## src/rtl/note_if.sv

```systemverilog
// Tone input and decoded-note outputs of the note decoder.
// note_strobe is a one-cycle pulse, coincident with the cycle the new
// {note_valid, note_num, octave} triple first appears; there is no back-pressure.
interface note_if;
  logic        tone_in;
  logic        note_valid;
  logic [3:0]  note_num;
  logic [1:0]  octave;
  logic        note_strobe;
  logic [23:0] period_out;

  modport master (
    output tone_in,
    input  note_valid, note_num, octave, note_strobe, period_out
  );

  modport slave (
    input  tone_in,
    output note_valid, note_num, octave, note_strobe, period_out
  );
endinterface

```

## src/rtl/note_decoder.sv

```systemverilog
// Measures the period of a square-wave tone, matches it against a 3-octave
// scale table and reports the note once it has been seen CONFIRM_COUNT times.
module note_decoder #(
  parameter int CLK_FREQ       = 50000000,
  parameter int TIMEOUT_CYCLES = 1000000,
  parameter int CONFIRM_COUNT  = 3
) (
  input  logic       clk,
  input  logic       rst,
  note_if.slave      bus,
  output logic [1:0] fsm_state
);

  typedef enum logic [1:0] {
    WAIT    = 2'd0,
    SCAN    = 2'd1,
    CONFIRM = 2'd2
  } state_t;

  localparam logic [23:0] TIMEOUT  = 24'(TIMEOUT_CYCLES);
  localparam logic [7:0]  CONF_MAX = 8'(CONFIRM_COUNT);
  localparam logic [4:0]  LAST_IDX = 5'd20;

  // Every branch is a constant, so this folds into a small ROM.
  function automatic logic [23:0] ref_period(input logic [4:0] k);
    case (k)
      5'd0:  return 24'(CLK_FREQ / 131);
      5'd1:  return 24'(CLK_FREQ / 147);
      5'd2:  return 24'(CLK_FREQ / 165);
      5'd3:  return 24'(CLK_FREQ / 175);
      5'd4:  return 24'(CLK_FREQ / 196);
      5'd5:  return 24'(CLK_FREQ / 220);
      5'd6:  return 24'(CLK_FREQ / 247);
      5'd7:  return 24'(CLK_FREQ / 262);
      5'd8:  return 24'(CLK_FREQ / 294);
      5'd9:  return 24'(CLK_FREQ / 330);
      5'd10: return 24'(CLK_FREQ / 349);
      5'd11: return 24'(CLK_FREQ / 392);
      5'd12: return 24'(CLK_FREQ / 440);
      5'd13: return 24'(CLK_FREQ / 494);
      5'd14: return 24'(CLK_FREQ / 523);
      5'd15: return 24'(CLK_FREQ / 587);
      5'd16: return 24'(CLK_FREQ / 659);
      5'd17: return 24'(CLK_FREQ / 698);
      5'd18: return 24'(CLK_FREQ / 784);
      5'd19: return 24'(CLK_FREQ / 880);
      5'd20: return 24'(CLK_FREQ / 988);
      default: return 24'd0;
    endcase
  endfunction

  logic        sync1, sync2, sync2_d;
  logic        edge_det;
  logic [23:0] counter;
  logic        armed;
  logic        at_timeout, silence, capture;

  state_t      state, state_next;
  logic [4:0]  idx, idx_next;
  logic [4:0]  cand, cand_next;
  logic [4:0]  last_cand, last_cand_next;
  logic        last_valid, last_valid_next;
  logic [7:0]  confirm_cnt, cnt_next, cnt_new;

  logic        valid_next;
  logic [3:0]  num_next;
  logic [1:0]  oct_next;
  logic [23:0] period_next;

  logic [23:0] ref_p;
  logic [24:0] lo, hi, meas;
  logic        match;

  assign edge_det   = sync2 & ~sync2_d;
  assign at_timeout = (counter == TIMEOUT);
  assign silence    = at_timeout & armed;
  // An edge landing on a saturated counter follows silence, so it only re-arms.
  assign capture    = edge_det & armed & ~at_timeout;
  assign fsm_state  = state;

  assign ref_p = ref_period(idx);
  assign lo    = {1'b0, ref_p} - {7'd0, ref_p[23:6]};
  assign hi    = {1'b0, ref_p} + {7'd0, ref_p[23:6]};
  assign meas  = {1'b0, bus.period_out};
  assign match = (meas >= lo) && (meas <= hi);

  always_comb begin
    state_next      = state;
    idx_next        = idx;
    cand_next       = cand;
    last_cand_next  = last_cand;
    last_valid_next = last_valid;
    cnt_next        = confirm_cnt;
    cnt_new         = confirm_cnt;
    valid_next      = bus.note_valid;
    num_next        = bus.note_num;
    oct_next        = bus.octave;
    period_next     = bus.period_out;

    case (state)
      WAIT: begin
        if (capture) begin
          period_next = counter + 24'd1;
          idx_next    = 5'd0;
          state_next  = SCAN;
        end
      end
      SCAN: begin
        if (match) begin
          cand_next  = idx;
          state_next = CONFIRM;
        end else if (idx == LAST_IDX) begin
          cnt_next   = 8'd0;
          valid_next = 1'b0;
          num_next   = 4'd0;
          oct_next   = 2'd0;
          state_next = WAIT;
        end else begin
          idx_next = idx + 5'd1;
        end
      end
      CONFIRM: begin
        if (last_valid && (cand == last_cand)) begin
          cnt_new = (confirm_cnt < CONF_MAX) ? confirm_cnt + 8'd1 : confirm_cnt;
        end else begin
          cnt_new = 8'd1;
        end
        cnt_next        = cnt_new;
        last_cand_next  = cand;
        last_valid_next = 1'b1;
        if (cnt_new >= CONF_MAX) begin
          valid_next = 1'b1;
          num_next   = 4'(cand % 5'd7) + 4'd1;
          oct_next   = 2'(cand / 5'd7) + 2'd1;
        end
        state_next = WAIT;
      end
      default: state_next = WAIT;
    endcase

    if (silence) begin
      state_next      = WAIT;
      cnt_next        = 8'd0;
      last_cand_next  = 5'd0;
      last_valid_next = 1'b0;
      valid_next      = 1'b0;
      num_next        = 4'd0;
      oct_next        = 2'd0;
    end
  end

  always_ff @(posedge clk) begin
    if (rst) begin
      sync1           <= 1'b0;
      sync2           <= 1'b0;
      sync2_d         <= 1'b0;
      counter         <= 24'd0;
      armed           <= 1'b0;
      state           <= WAIT;
      idx             <= 5'd0;
      cand            <= 5'd0;
      last_cand       <= 5'd0;
      last_valid      <= 1'b0;
      confirm_cnt     <= 8'd0;
      bus.note_valid  <= 1'b0;
      bus.note_num    <= 4'd0;
      bus.octave      <= 2'd0;
      bus.note_strobe <= 1'b0;
      bus.period_out  <= 24'd0;
    end else begin
      sync1   <= bus.tone_in;
      sync2   <= sync1;
      sync2_d <= sync2;
      if (edge_det) begin
        counter <= 24'd0;
      end else if (!at_timeout) begin
        counter <= counter + 24'd1;
      end
      if (edge_det) begin
        armed <= 1'b1;
      end else if (silence) begin
        armed <= 1'b0;
      end
      state           <= state_next;
      idx             <= idx_next;
      cand            <= cand_next;
      last_cand       <= last_cand_next;
      last_valid      <= last_valid_next;
      confirm_cnt     <= cnt_next;
      bus.note_valid  <= valid_next;
      bus.note_num    <= num_next;
      bus.octave      <= oct_next;
      bus.period_out  <= period_next;
      bus.note_strobe <= ({valid_next, num_next, oct_next} !=
                          {bus.note_valid, bus.note_num, bus.octave});
    end
  end

endmodule

```

## src/flat_wrapper.sv

```systemverilog
// flat-port wrapper written by rule: the top's interface ports become plain ports
module note_decoder_flat 
#(
  parameter int CLK_FREQ       = 50000000,
  parameter int TIMEOUT_CYCLES = 1000000,
  parameter int CONFIRM_COUNT  = 3
)
  (clk, rst, fsm_state, bus_tone_in, bus_note_valid, bus_note_num, bus_octave, bus_note_strobe, bus_period_out);
  note_if bus_i ();
  input  logic clk;
  input  logic rst;
  output logic [1:0] fsm_state;
  input wire logic [$bits(bus_i.tone_in)-1:0] bus_tone_in;
  output wire logic [$bits(bus_i.note_valid)-1:0] bus_note_valid;
  output wire logic [$bits(bus_i.note_num)-1:0] bus_note_num;
  output wire logic [$bits(bus_i.octave)-1:0] bus_octave;
  output wire logic [$bits(bus_i.note_strobe)-1:0] bus_note_strobe;
  output wire logic [$bits(bus_i.period_out)-1:0] bus_period_out;
  assign bus_i.tone_in = bus_tone_in;
  assign bus_note_valid = bus_i.note_valid;
  assign bus_note_num = bus_i.note_num;
  assign bus_octave = bus_i.octave;
  assign bus_note_strobe = bus_i.note_strobe;
  assign bus_period_out = bus_i.period_out;
  note_decoder #(.CLK_FREQ(CLK_FREQ), .TIMEOUT_CYCLES(TIMEOUT_CYCLES), .CONFIRM_COUNT(CONFIRM_COUNT)) u_core (.clk(clk), .rst(rst), .bus(bus_i), .fsm_state(fsm_state));
endmodule
```

## config.mk

```make
export PLATFORM = sky130hd
export DESIGN_NAME = note_decoder_flat
export DESIGN_NICKNAME = d
export VERILOG_FILES = /design/src/rtl/note_if.sv /design/src/rtl/note_decoder.sv /design/src/flat_wrapper.sv
export SDC_FILE = /design/constraint.sdc
export NUM_CORES = 1
export LEC_CHECK = 0
export ABC_AREA = 1
export CORE_MARGIN = 2
export CORE_UTILIZATION = 36
export DETAILED_ROUTE_END_ITERATION = 8
export GPL_ROUTABILITY_DRIVEN = 0
export GPL_TIMING_DRIVEN = 0
export PLACE_DENSITY = 0.59
export RECOVER_POWER = 50
export SETUP_SLACK_MARGIN = 0.15
export SLEW_MARGIN = 30
export SYNTH_ARGS = -nofsm -noshare
export SYNTH_HDL_FRONTEND = slang
export SYNTH_SLANG_ARGS = --single-unit
export TNS_END_PERCENT = 20
```

## constraint.sdc

```tcl
create_clock -name clk -period 9.35 [get_ports clk]
set_input_delay 0.935 -clock clk [delete_from_list [all_inputs] [get_ports clk]]
set_output_delay 0.935 -clock clk [all_outputs]
set_load 0.03 [all_outputs]
```

## After elaboration in Yosys (flattened, before gate mapping)

Memories as Yosys holds them, arrays and structs flattened. A register that Yosys moved wholly into a read port is not among the register bits.
Index checks and enable logic that the tools add are counted.

| word-level totals | value |
|---|---|
| logic and storage cells | 93 |
| memories kept | 1 |
| ROM bits | 608 |
| bits of input ports | 3 |
| flip-flop bits (word level) | 86 |
| output and inout port bits | 34 |

| cells by class | value |
|---|---|
| $lt $le $gt $ge | 4 |
| reductions and logical operators | 13 |
| equality and inequality tests | 11 |
| $add $sub $neg | 7 |
| bitwise operators | 6 |
| div/mod/pow operators | 2 |
| muxes and demuxes | 33 |

Memories:

| memory | words | width | read ports | clocked after memory_dff | write ports | RTL line | RTL |
|---|---|---|---|---|---|---|---|
| (name not given) | 32 | 19 | 1 | 1 | 0 | note_decoder.sv:26 | `case (k)` |

Operators with widths:

| operator | number |
|---|---|
| 2-to-1 mux 8 bit | 5 |
| adder 24 x 18 -> 25 bit | 1 |
| greater-or-equal comparator 24 x 25 -> 1 bit | 1 |
| less-or-equal comparator 24 x 25 -> 1 bit | 1 |
| 2-to-1 mux 5 bit | 5 |
| subtractor 24 x 18 -> 25 bit | 1 |
| adder 24 x 1 -> 24 bit, second input constant | 1 |
| == test 24 x 20 -> 1 bit, second input constant | 1 |
| 2-to-1 mux 4 bit | 4 |
| one-hot mux 8 bit (2 select lines) | 1 |
| 2-to-1 mux 2 bit | 7 |
| one-hot mux 5 bit (2 select lines) | 1 |
| adder 8 x 1 -> 8 bit, second input constant | 1 |
| greater-or-equal comparator 8 x 2 -> 1 bit, second input constant | 1 |
| less-than comparator 8 x 2 -> 1 bit, second input constant | 1 |
| one-hot mux 2 bit (2 select lines) | 2 |
| one-hot mux 4 bit (2 select lines) | 1 |
| inequality test 7 bit | 1 |
| 2-to-1 mux 1 bit | 6 |
| AND reduction 2 bit | 3 |
| nonzero test 2 bit | 3 |
| adder 5 x 1 -> 5 bit, second input constant | 1 |
| divider 5 x 3 -> 5 bit, second input constant | 1 |
| == test 5 bit | 1 |
| other kinds (17) | 25 |

## Depth between registers and ports, before layout

| logic depth | value |
|---|---|
| word-level depth | 9 |
| mapped depth | 38 |
| gate-level depth less buffers | 37 |

## Worst setup path before layout

OpenSTA, ideal clock, no wires.

| timing path | value |
|---|---|
| path kind | register to register |
| start | register, netlist name u_core.ref_p[6] |
| end | register, netlist name u_core.ref_p[8] |
| period minus slack after synthesis | 4.717 ns |
| setup time | 0.114 ns |
| required time | 9.236 ns |
| stages on the path, launching flop included | 34 |
| path slack | 4.633 ns |
| data arrival time | 4.603 ns |
| buffers on the path | 0 |
| cells stage by stage | dfxtp_1 -> ha_1 -> inv_1 -> fa_1 -> o31ai_1 -> nand2_1 -> nand2_1 -> a21oi_1 -> o21ai_0 -> a31oi_1 -> o21ai_0 -> nand2_1 -> nand2_1 -> nand3_1 -> xor2_1 -> ha_1 -> nand2_1 -> nor3_1 -> nand2_1 -> nor3_1 -> nand2_1 -> o211ai_1 -> nand2_1 -> nand3_4 -> nand2_8 -> inv_6 -> nand2_2 -> nand2_2 -> nand2_4 -> ha_1 -> a21oi_2 -> nand2_1 -> nand3_1 -> nand2_1 |

| on the way | value |
|---|---|
| longest elaborated chain between the ends | 7 |
| elaborated cells on any way between the ends | 9 |
| those cells by class | 2 x add/sub; 2 x order compare; 1 x eq/ne; 2 x mux; 2 x reduce/logical |

RTL lines:

| what | RTL line | RTL |
|---|---|---|
| subtractor 24 x 18 -> 25 bit or adder 24 x 18 -> 25 bit (tied branches) | note_decoder.sv:82, note_decoder.sv:83 |  |
| greater-or-equal comparator 24 x 25 -> 1 bit or less-or-equal comparator 24 x 25 -> 1 bit (tied branches) | note_decoder.sv:85 | `assign match = (meas >= lo) && (meas <= hi);` |
| logical AND 1 bit (*) | note_decoder.sv:85 |  |
| inequality test 2 bit (no source line) (*) | -- |  |
| AND reduction 4 bit (no source line) (*) | -- |  |
| 2-to-1 mux 5 bit (no source line) (*) (2 in series) | -- |  |

Mark *: on every way between the ends. The rest lies on a longest branch, timed or not.
A chain may end at the register's enable or synchronous reset.

## Final worst setup path

| timing path | value |
|---|---|
| start | register, netlist name u_core.ref_p[7] |
| end | register, netlist name u_core.ref_p[3] |

| on the way | value |
|---|---|
| longest elaborated chain between the ends | 7 |
| elaborated cells on any way between the ends | 9 |
| those cells by class | 2 x add/sub; 2 x order compare; 1 x eq/ne; 2 x mux; 2 x reduce/logical |

RTL lines:

| what | RTL line |
|---|---|
| subtractor 24 x 18 -> 25 bit or adder 24 x 18 -> 25 bit (tied branches) | note_decoder.sv:82, note_decoder.sv:83 |
| greater-or-equal comparator 24 x 25 -> 1 bit or less-or-equal comparator 24 x 25 -> 1 bit (tied branches) | note_decoder.sv:85 |
| logical AND 1 bit (*) | note_decoder.sv:85 |
| inequality test 2 bit (no source line) (*) | -- |
| AND reduction 4 bit (no source line) (*) | -- |
| 2-to-1 mux 5 bit (no source line) (*) (2 in series) | -- |

Marks and branches as above.

==> metrics.md <==
| Metric | Value |
|---|---|
| Latest clock arrival within the worst-skew pair | 0.36 ns |
| Switching Share | 0.288 |
| # diodes | 0 |
| Register area share after synthesis | 0.264 |
| Detailed router's first-iteration violation count | 369 |
| MaxCap Viol Count | 0 |
| Final #Nets | 1307 |
| Worst-Margin Slew | 0.660 ns |
| Worst Hold Class | reg2reg |
| Final wirelength | 21500 um |
| Min Hold Slack | 0.455 ns |
| Netlist cell types | 50 |
| Most common cell after layout, fill and taps aside | nand2_1 |
| Hold buffers post-CTS | 0 |
| TritonRoute pass-1 iters | 7 |
| Clock network fraction of design power | 0.393 |
| Crit-path most repeated cell | nand2_1 |
| Most frequent cells in the layout | nand2_1 (246), inv_1 (145), nor2_1 (112) |
| Power Internal | 724 uW |
| Slew margin rel. | 0.556 |
| Clock transition at the registers of the reported paths | 0.07 ns |
| Sequential Power Share | 0.457 |
| Yosys warnings | 0 |
| Worst setup EP type | register |
| Via density | 5.00 |
| Register bit count reported by yosys | 105 |
| Status | finished clean |
| Net switching power | 293 uW |
| Number of global-route vias before repair | 6803 |
| Die width | 153 um |
| Grt ovf | 0 |
| Total Neg Setup Slack | 0 ns |
| Buffers on Ports | 35 |
| Initial antenna violation count | 0 |
| I/O pins | 37 |
| Post-synth net total | 1261 |
| CTS Buffer Depth | 2 |
| Slew Viols, Final | 0 |
| Postcts setup bufs | 0 |
| Pwr/cell area | 113 mW/mm^2 |
| Critical path class | reg2reg |
| Root Driver | clkbuf_16 |
| RSZ-0062 raised after global routing | false |
| Global-route wire length before repair | 34800 um |
| Htree depth | 3 |
| CORE AREA | 0.0218 sq mm |
| Largest stage delay, worst path | 0.51 ns |
| Die ar. | 0.0234 sq mm |
| Startpoint Class | register |
| Post-route ant nets | 0 |
| # rows | 54 |
| CP required | 9.56 ns |
| CTS buffer count | 9 |
| Ys flop type | dfxtp_1 |
| DIE HEIGHT | 153 um |
| Syn Std Cell Area | 0.00797 sq mm |
| Post-route minimum period | 5.85 ns |
| Post-DP HPWL | 17100 um |
| Clock skew | 0.0140 ns |
| Fraction of layout cells with a size suffix above 1 | 0.0638 |
| GRT Total Usage | 0.182 |
| CTS tree | done |
| Syn Area/Cell | 6.81 sq um |
| Critical-path top delay cell | dfxtp_1 |
| Async set-reset flop share out of synthesis | 0 |
| Critical path peak fanout | 7 |
| Comb pwr share | 0.150 |
| Critical path arrival | 6.06 ns |
| Fmax | 0.171 GHz |
| Fillcell total | 2250 |
| Final hold vios | 0 |
| CTS resizes | 0 |
| Vias after detailed routing | 7503 |
| Tcrit/Tclk final | 0.626 |
| P&R area growth vs syn | 12.7% |
| Cells after Synth | 1171 |
| DRC Markers | 0 |
| Largest net degree at the start of global routing | 21 |
| Wire length per cell | 14.3 um |
| Peak VDD IR | 0.0770 mV |
| Setup-failing EPs final | 0 |
| Post-synth EDFFs | 0 |
| Initial core utilization | 0.366 |
| Static Leak | 4.31 nW |
| Clock Sinks | 105 |
-- critical path, delay by kind of cell, from the launching register on --
kind / cells / cell delay (ns)
AOI/OAI and AO/OA: 8 / 1.88
xor gates and xnor gates: 1 / 0.18
adders and majority gates: 3 / 0.95
buffers and inverters: 3 / 0.31
DFF: 1 / 0.51
and+or+nand+nor: 17 / 1.89
-- logic make-up after synthesis --
logic type / after synthesis / synth area share
compound gates: 192 / 0.131
xor+xnor: 56 / 0.0615
fa+ha+maj: 87 / 0.138
flops: 105 / 0.264
buf+inv: 193 / 0.0990
simple gates: 538 / 0.307
-- power groups by stage --
stage / clock [mW] / sequential, mW / combinational, mW
6_report: 0.400 / 0.465 / 0.153
5_1_grt: 0.427 / 0.466 / 0.173
4_1_cts: 0.412 / 0.465 / 0.153
3_5_place_dp: 0 / 0.476 / 0.152
3_3_place_gp: 0 / 0.475 / 0.150
2_1_floorplan: 0 / 0.476 / 0.110
-- layer usage --
metal,vias to the layer above,share of wire,GRT usage
met5,-,0,0
li1,3930,-,-
met2,151,0.46,0.293
met1,3400,0.49,0.252
met4,0,0.013,0.0459
met3,22,0.044,0.0318
-- flip-flops by register name (all words and copies together), names as in the netlist, 4 cells and up --
register / cells
u_core.idx: 5
u_core.counter: 24
u_core.bus.note_num: 4
u_core.cand: 5
u_core.bus.period_out: 24
u_core.ref_p: 19
u_core.last_cand: 5
u_core.confirm_cnt: 8
-- layout make-up --
type	count	area [sq um]	share of cell area
Tap cell	280	350	0.0390
Clock inverter	7	92.6	0.0103
Buffer	29	160	0.0178
Clock buffer	9	225	0.0251
Multi-Input combinational cell	873	5080	0.565
Timing Repair Buffer	35	350	0.0390
Sequential cell	105	2100	0.234
Inverter	164	629	0.0700
-- worst paths after layout --
kind	start	to	slack [ns]	cells after the start
min reg2reg	u_core.sync2	u_core.sync2_d	0.45	2
max reg2reg	u_core.ref_p[7]	u_core.ref_p[3]	3.50	32
max	u_core.ref_p[7]	u_core.ref_p[3]	3.50	32
min	u_core.sync2	u_core.sync2_d	0.45	2
-- Yosys cell counts, types with 2 or more instances --
cell type,n,area (sq um)
nor3_1,18,90.1
nand3_1,75,375
xnor2_1,6,52.6
nand2_2,16,100
nand3_2,2,20.0
a21o_1,3,22.5
nor2_2,6,37.5
nor2_1,112,420
nand4_1,30,188
o21ai_0,58,290
inv_1,144,541
nor4_1,9,56.3
nand3_4,2,35.0
o211ai_1,5,37.5
buf_4,4,30.0
dfxtp_1,105,2100
clkinv_1,6,22.5
a21oi_1,93,465
buf_1,2,7.51
nand3b_1,6,45.0
inv_4,3,18.8
inv_2,9,33.8
buf_6,4,45.0
ha_1,85,1060
a21oi_2,2,17.5
buf_2,4,20.0
nand2_1,246,923
and3_1,3,18.8
xor2_1,50,438
o21ai_1,7,35.0
nand2_4,6,67.6
a211oi_1,7,52.6
clkbuf_1,14,52.6
or2_1,2,12.5
a31oi_1,9,56.3
o31ai_1,3,22.5
fa_1,2,40.0
-- per-stage QoR --
step	total power, mW	std cells	util	cell area (sq um)	worst slack, ns
6_report	1.02	1502	0.413	8990	3.50
4_1_cts	1.03	1502	0.413	8990	3.59
3_3_place_gp	0.625	1486	0.399	8670	3.67
3_5_place_dp	0.628	1486	0.399	8670	3.62
5_1_grt	1.07	1502	0.413	8990	3.00
2_1_floorplan	0.586	1171	-	7970	4.63
Note: power is estimated with default switching activity, not from simulation.
==> edit 1 (config.mk and constraints unchanged) <==
`CLK_FREQ` is set to 50000000 in 2 places; all go to 37500000.
--- a/src/rtl/note_decoder.sv
+++ b/src/rtl/note_decoder.sv
@@ -2,5 +2,5 @@
 // scale table and reports the note once it has been seen CONFIRM_COUNT times.
 module note_decoder #(
-  parameter int CLK_FREQ       = 50000000,
+  parameter int CLK_FREQ       = 37500000,
   parameter int TIMEOUT_CYCLES = 1000000,
   parameter int CONFIRM_COUNT  = 3
--- a/src/flat_wrapper.sv
+++ b/src/flat_wrapper.sv
@@ -2,5 +2,5 @@
 module note_decoder_flat 
 #(
-  parameter int CLK_FREQ       = 50000000,
+  parameter int CLK_FREQ       = 37500000,
   parameter int TIMEOUT_CYCLES = 1000000,
   parameter int CONFIRM_COUNT  = 3
Function: same outputs for any inputs over 10 cycles, from zero or initial values and one cycle with rst high; that may be too few to reach the edited logic, so the function may still have changed.
==> edit 1 against the original RTL <==
Total power fell by 5.6%; synthesized area fell by 0.38%; setup slack got worse by 470 ps; first-iteration DRC count rose by 41%; sequential cell count did not move; routed wire length fell by 2.9%; cell area fell by 0.58%; hold slack got worse by 49 ps; critical path depth rose by 5; highest routed layer unchanged.
==> edit 1: results (changes against the original RTL) <==
| Metric | Value |
|---|---|
| Number of fill cells | `2347 (was 2250)` |
| Vias | `7409 (was 7503)` |
| Crit-path max cell delay | `440 ps (was 510 ps)` |
| Comb pwr | `0.123 mW (was 0.153 mW)` |
| Wire length on met1 | `9.924 mm (was 10.49 mm)` |
| Vias in the first global route | `6984 (was 6803)` |
| Routed wire length on met3 | `945 um (was 946 um)` |
| Crit-path max FO | `9 (was 7)` |
| Post-Syn Instances | `1160 (was 1171)` |
| DP Area | `8643 um2 (was 8673 um2)` |
| Sw frac | `28.26% (was 28.81%)` |
| Layout cells sized above 1 | `6.358% (was 6.383%)` |
| Largest net degree at the start of global routing | `19 (was 21)` |
| Met3 GRT Util | `3.157% (was 3.176%)` |
| Capture point of the critical path | `u_core.ref_p[15] (was u_core.ref_p[3])` |
| Post-route insts no fill | `1491 (was 1502)` |
| Post-synthesis adder-cell area fraction | `14.68% (was 13.84%)` |
| Nets | `1301 (was 1307)` |
| Synth Area in Compound Gates | `14.48% (was 13.06%)` |
| Final worst slack | `3029 ps (was 3496 ps)` |
| Worst slack at placement | `3114 ps (was 3618 ps)` |
| Top post-synthesis cells by count | `nand2_1, inv_1, dfxtp_1 (was nand2_1, inv_1, nor2_1)` |
| Leakage Power | `4.325 nW (was 4.312 nW)` |
| Seq/Total Area, Yosys | `26.47% (was 26.37%)` |
| Met2 Usage GRT | `30.27% (was 29.30%)` |
| Yosys cell types | `56 (was 50)` |
| Initial drt markers | `522 (was 369)` |
| Final Skew | `14.53 ps (was 14.03 ps)` |
| First-pass GRT wire length | `34.85 mm (was 34.76 mm)` |
| DRT Pass-1 Iters | `5 (was 7)` |
| Arr. time, crit path | `6570 ps (was 6060 ps)` |
| Status | `finished clean (unchanged)` |
| Peak VDD IR | `0.08057 mV (was 0.07699 mV)` |
| GRT Total Usage | `18.05% (was 18.17%)` |
edit 1: worst min-delay path by stage:
stage                 startpoint            to  slack (ps)  cells past startpoint
floorplan           u_core.sync1  u_core.sync2         390                      2
global placement    u_core.sync1  u_core.sync2         390                      2
detailed placement  u_core.sync1  u_core.sync2         400                      2
CTS                 u_core.sync1  u_core.sync2         410                      2
global route        u_core.sync1  u_core.sync2         420                      2
finish              u_core.sync1  u_core.sync2         410                      2
edit 1: area by class of cell:
| cell class | instances | area [um2] | area share, % |
|---|---|---|---|
| plain buffers | 29 | 153.9 | 1.723 |
| clock buffers | 10 | 239.0 | 2.675 |
| clock inverters | 6 | 51.30 | 0.5742 |
| inverters | 175 | 661.9 | 7.409 |
| multi-input cells | 851 | 5025 | 56.25 |
| flip-flops and latches | 105 | 2102 | 23.53 |
| well taps | 280 | 350.3 | 3.922 |
| repair buffers | 35 | 350.3 | 3.922 |
edit 1: tightest hold or removal path, stage by stage, from the launching register on:
cell and delay, ps:
dfxtp_1 300, inv_1 40, nor2_1 30
==> edit 2 (same settings) <==
Made on the original files. Put one more register stage on the output `fsm_state`, with the module's reset. The value now appears one clock later. The other outputs are not delayed to match.
--- a/src/rtl/note_decoder.sv
+++ b/src/rtl/note_decoder.sv
@@ -77,5 +77,11 @@
   // An edge landing on a saturated counter follows silence, so it only re-arms.
   assign capture    = edge_det & armed & ~at_timeout;
-  assign fsm_state  = state;
+  always_ff @(posedge clk) begin
+    if (rst) begin
+      fsm_state <= '0;
+    end else begin
+      fsm_state <= state;
+    end
+  end
 
   assign ref_p = ref_period(idx);
Check against the original RTL: not equivalent (a bounded check fails within 10 cycles, from zero or initial values and one cycle with rst high).
==> edit 2 against the original RTL <==
Cell area is 0.17% higher; total power shrank 6.8%; sequential cell count increased by 2; via count is essentially flat; cell count rose by 1.0%; clock power shrank 3%; sequential share of layout area grew 0.41 points; critical path depth unchanged; routed wire length fell by 2.5%; setup slack improved by 9.2 ps; synthesized area is 0.52% higher; count of clock-buffer cells in the layout is 1 higher; die area grew 0.50%.
==> edit 2: results (changes against the original RTL) <==
| Metric | Value |
|---|---|
| Xor-xnor portion of the synthesized cell area | `6.011% (was 6.152%)` |
| Placed Cells incl. Taps | `1502 (was 1486)` |
| Seq/Total Area, Yosys | `26.73% (was 26.37%)` |
| Met2 Usage GRT | `28.34% (was 29.30%)` |
| Worst slack at placement | `3569 ps (was 3618 ps)` |
| Met3 GRT Util | `3.261% (was 3.176%)` |
| Vias in the first global route | `7024 (was 6803)` |
| M1 GR Usage | `26.52% (was 25.22%)` |
| Slowest-stage cell, CP | `a21oi_1 (was dfxtp_1)` |
| Status | `finished clean (unchanged)` |
| Number of fill cells | `2352 (was 2250)` |
| Power, Total | `0.9483 mW (was 1.017 mW)` |
| Post-synthesis adder-cell area fraction | `13.77% (was 13.84%)` |
| Yosys cell types | `49 (was 50)` |
| Peak VDD IR | `0.08152 mV (was 0.07699 mV)` |
| Top post-synthesis cells by count | `nand2_1, inv_1, nor2_1 (unchanged)` |
| Area contributors post-synth | `dfxtp_1, ha_1, nand2_1 (unchanged)` |
| Crit-path max FO | `8 (was 7)` |
| DRT Pass-1 Iters | `6 (was 7)` |
| WL final | `20.96 mm (was 21.49 mm)` |
| Routed wire length on met3 | `1.068 mm (was 946 um)` |
| Post-Syn Instances | `1186 (was 1171)` |
| Vias | `7508 (was 7503)` |
| Largest net degree at the start of global routing | `18 (was 21)` |
| DP Wirelength | `16.59 mm (was 17.12 mm)` |
| Nets | `1323 (was 1307)` |
| Layout cells sized above 1 | `6.306% (was 6.383%)` |
| Pint | `0.7010 mW (was 0.7243 mW)` |
==> edit 2: changes by cell type after synthesis, sizes merged, moves of 4 or more <==
cell,delta
or2,+5
nand2,+22
a211oi,-7
nor2,+17
nand4,-8
inv,-10
o21ai,-5
a31oi,-4
==> edit 2: layout make-up <==
type,count,area (um2),area share (%)
buffer,33,190.2,2.113
multi-input combinational,894,5096,56.62
tap,280,350.3,3.892
inverter,152,573.1,6.366
timing repair buffer,36,360.3,4.003
sequential,107,2142,23.80
clock inverter,5,60.06,0.6672
clock buffer,10,229.0,2.544
==> edit 2: worst paths after layout <==
path	startpoint	endpoint	slack, ps	cells past startpoint
setup / recovery	u_core.ref_p[6]	u_core.ref_p[16]	3510	32
hold / removal	u_core.sync1	u_core.sync2	400	2
setup reg to reg	u_core.ref_p[6]	u_core.ref_p[16]	3510	32
hold reg to reg	u_core.sync1	u_core.sync2	400	2
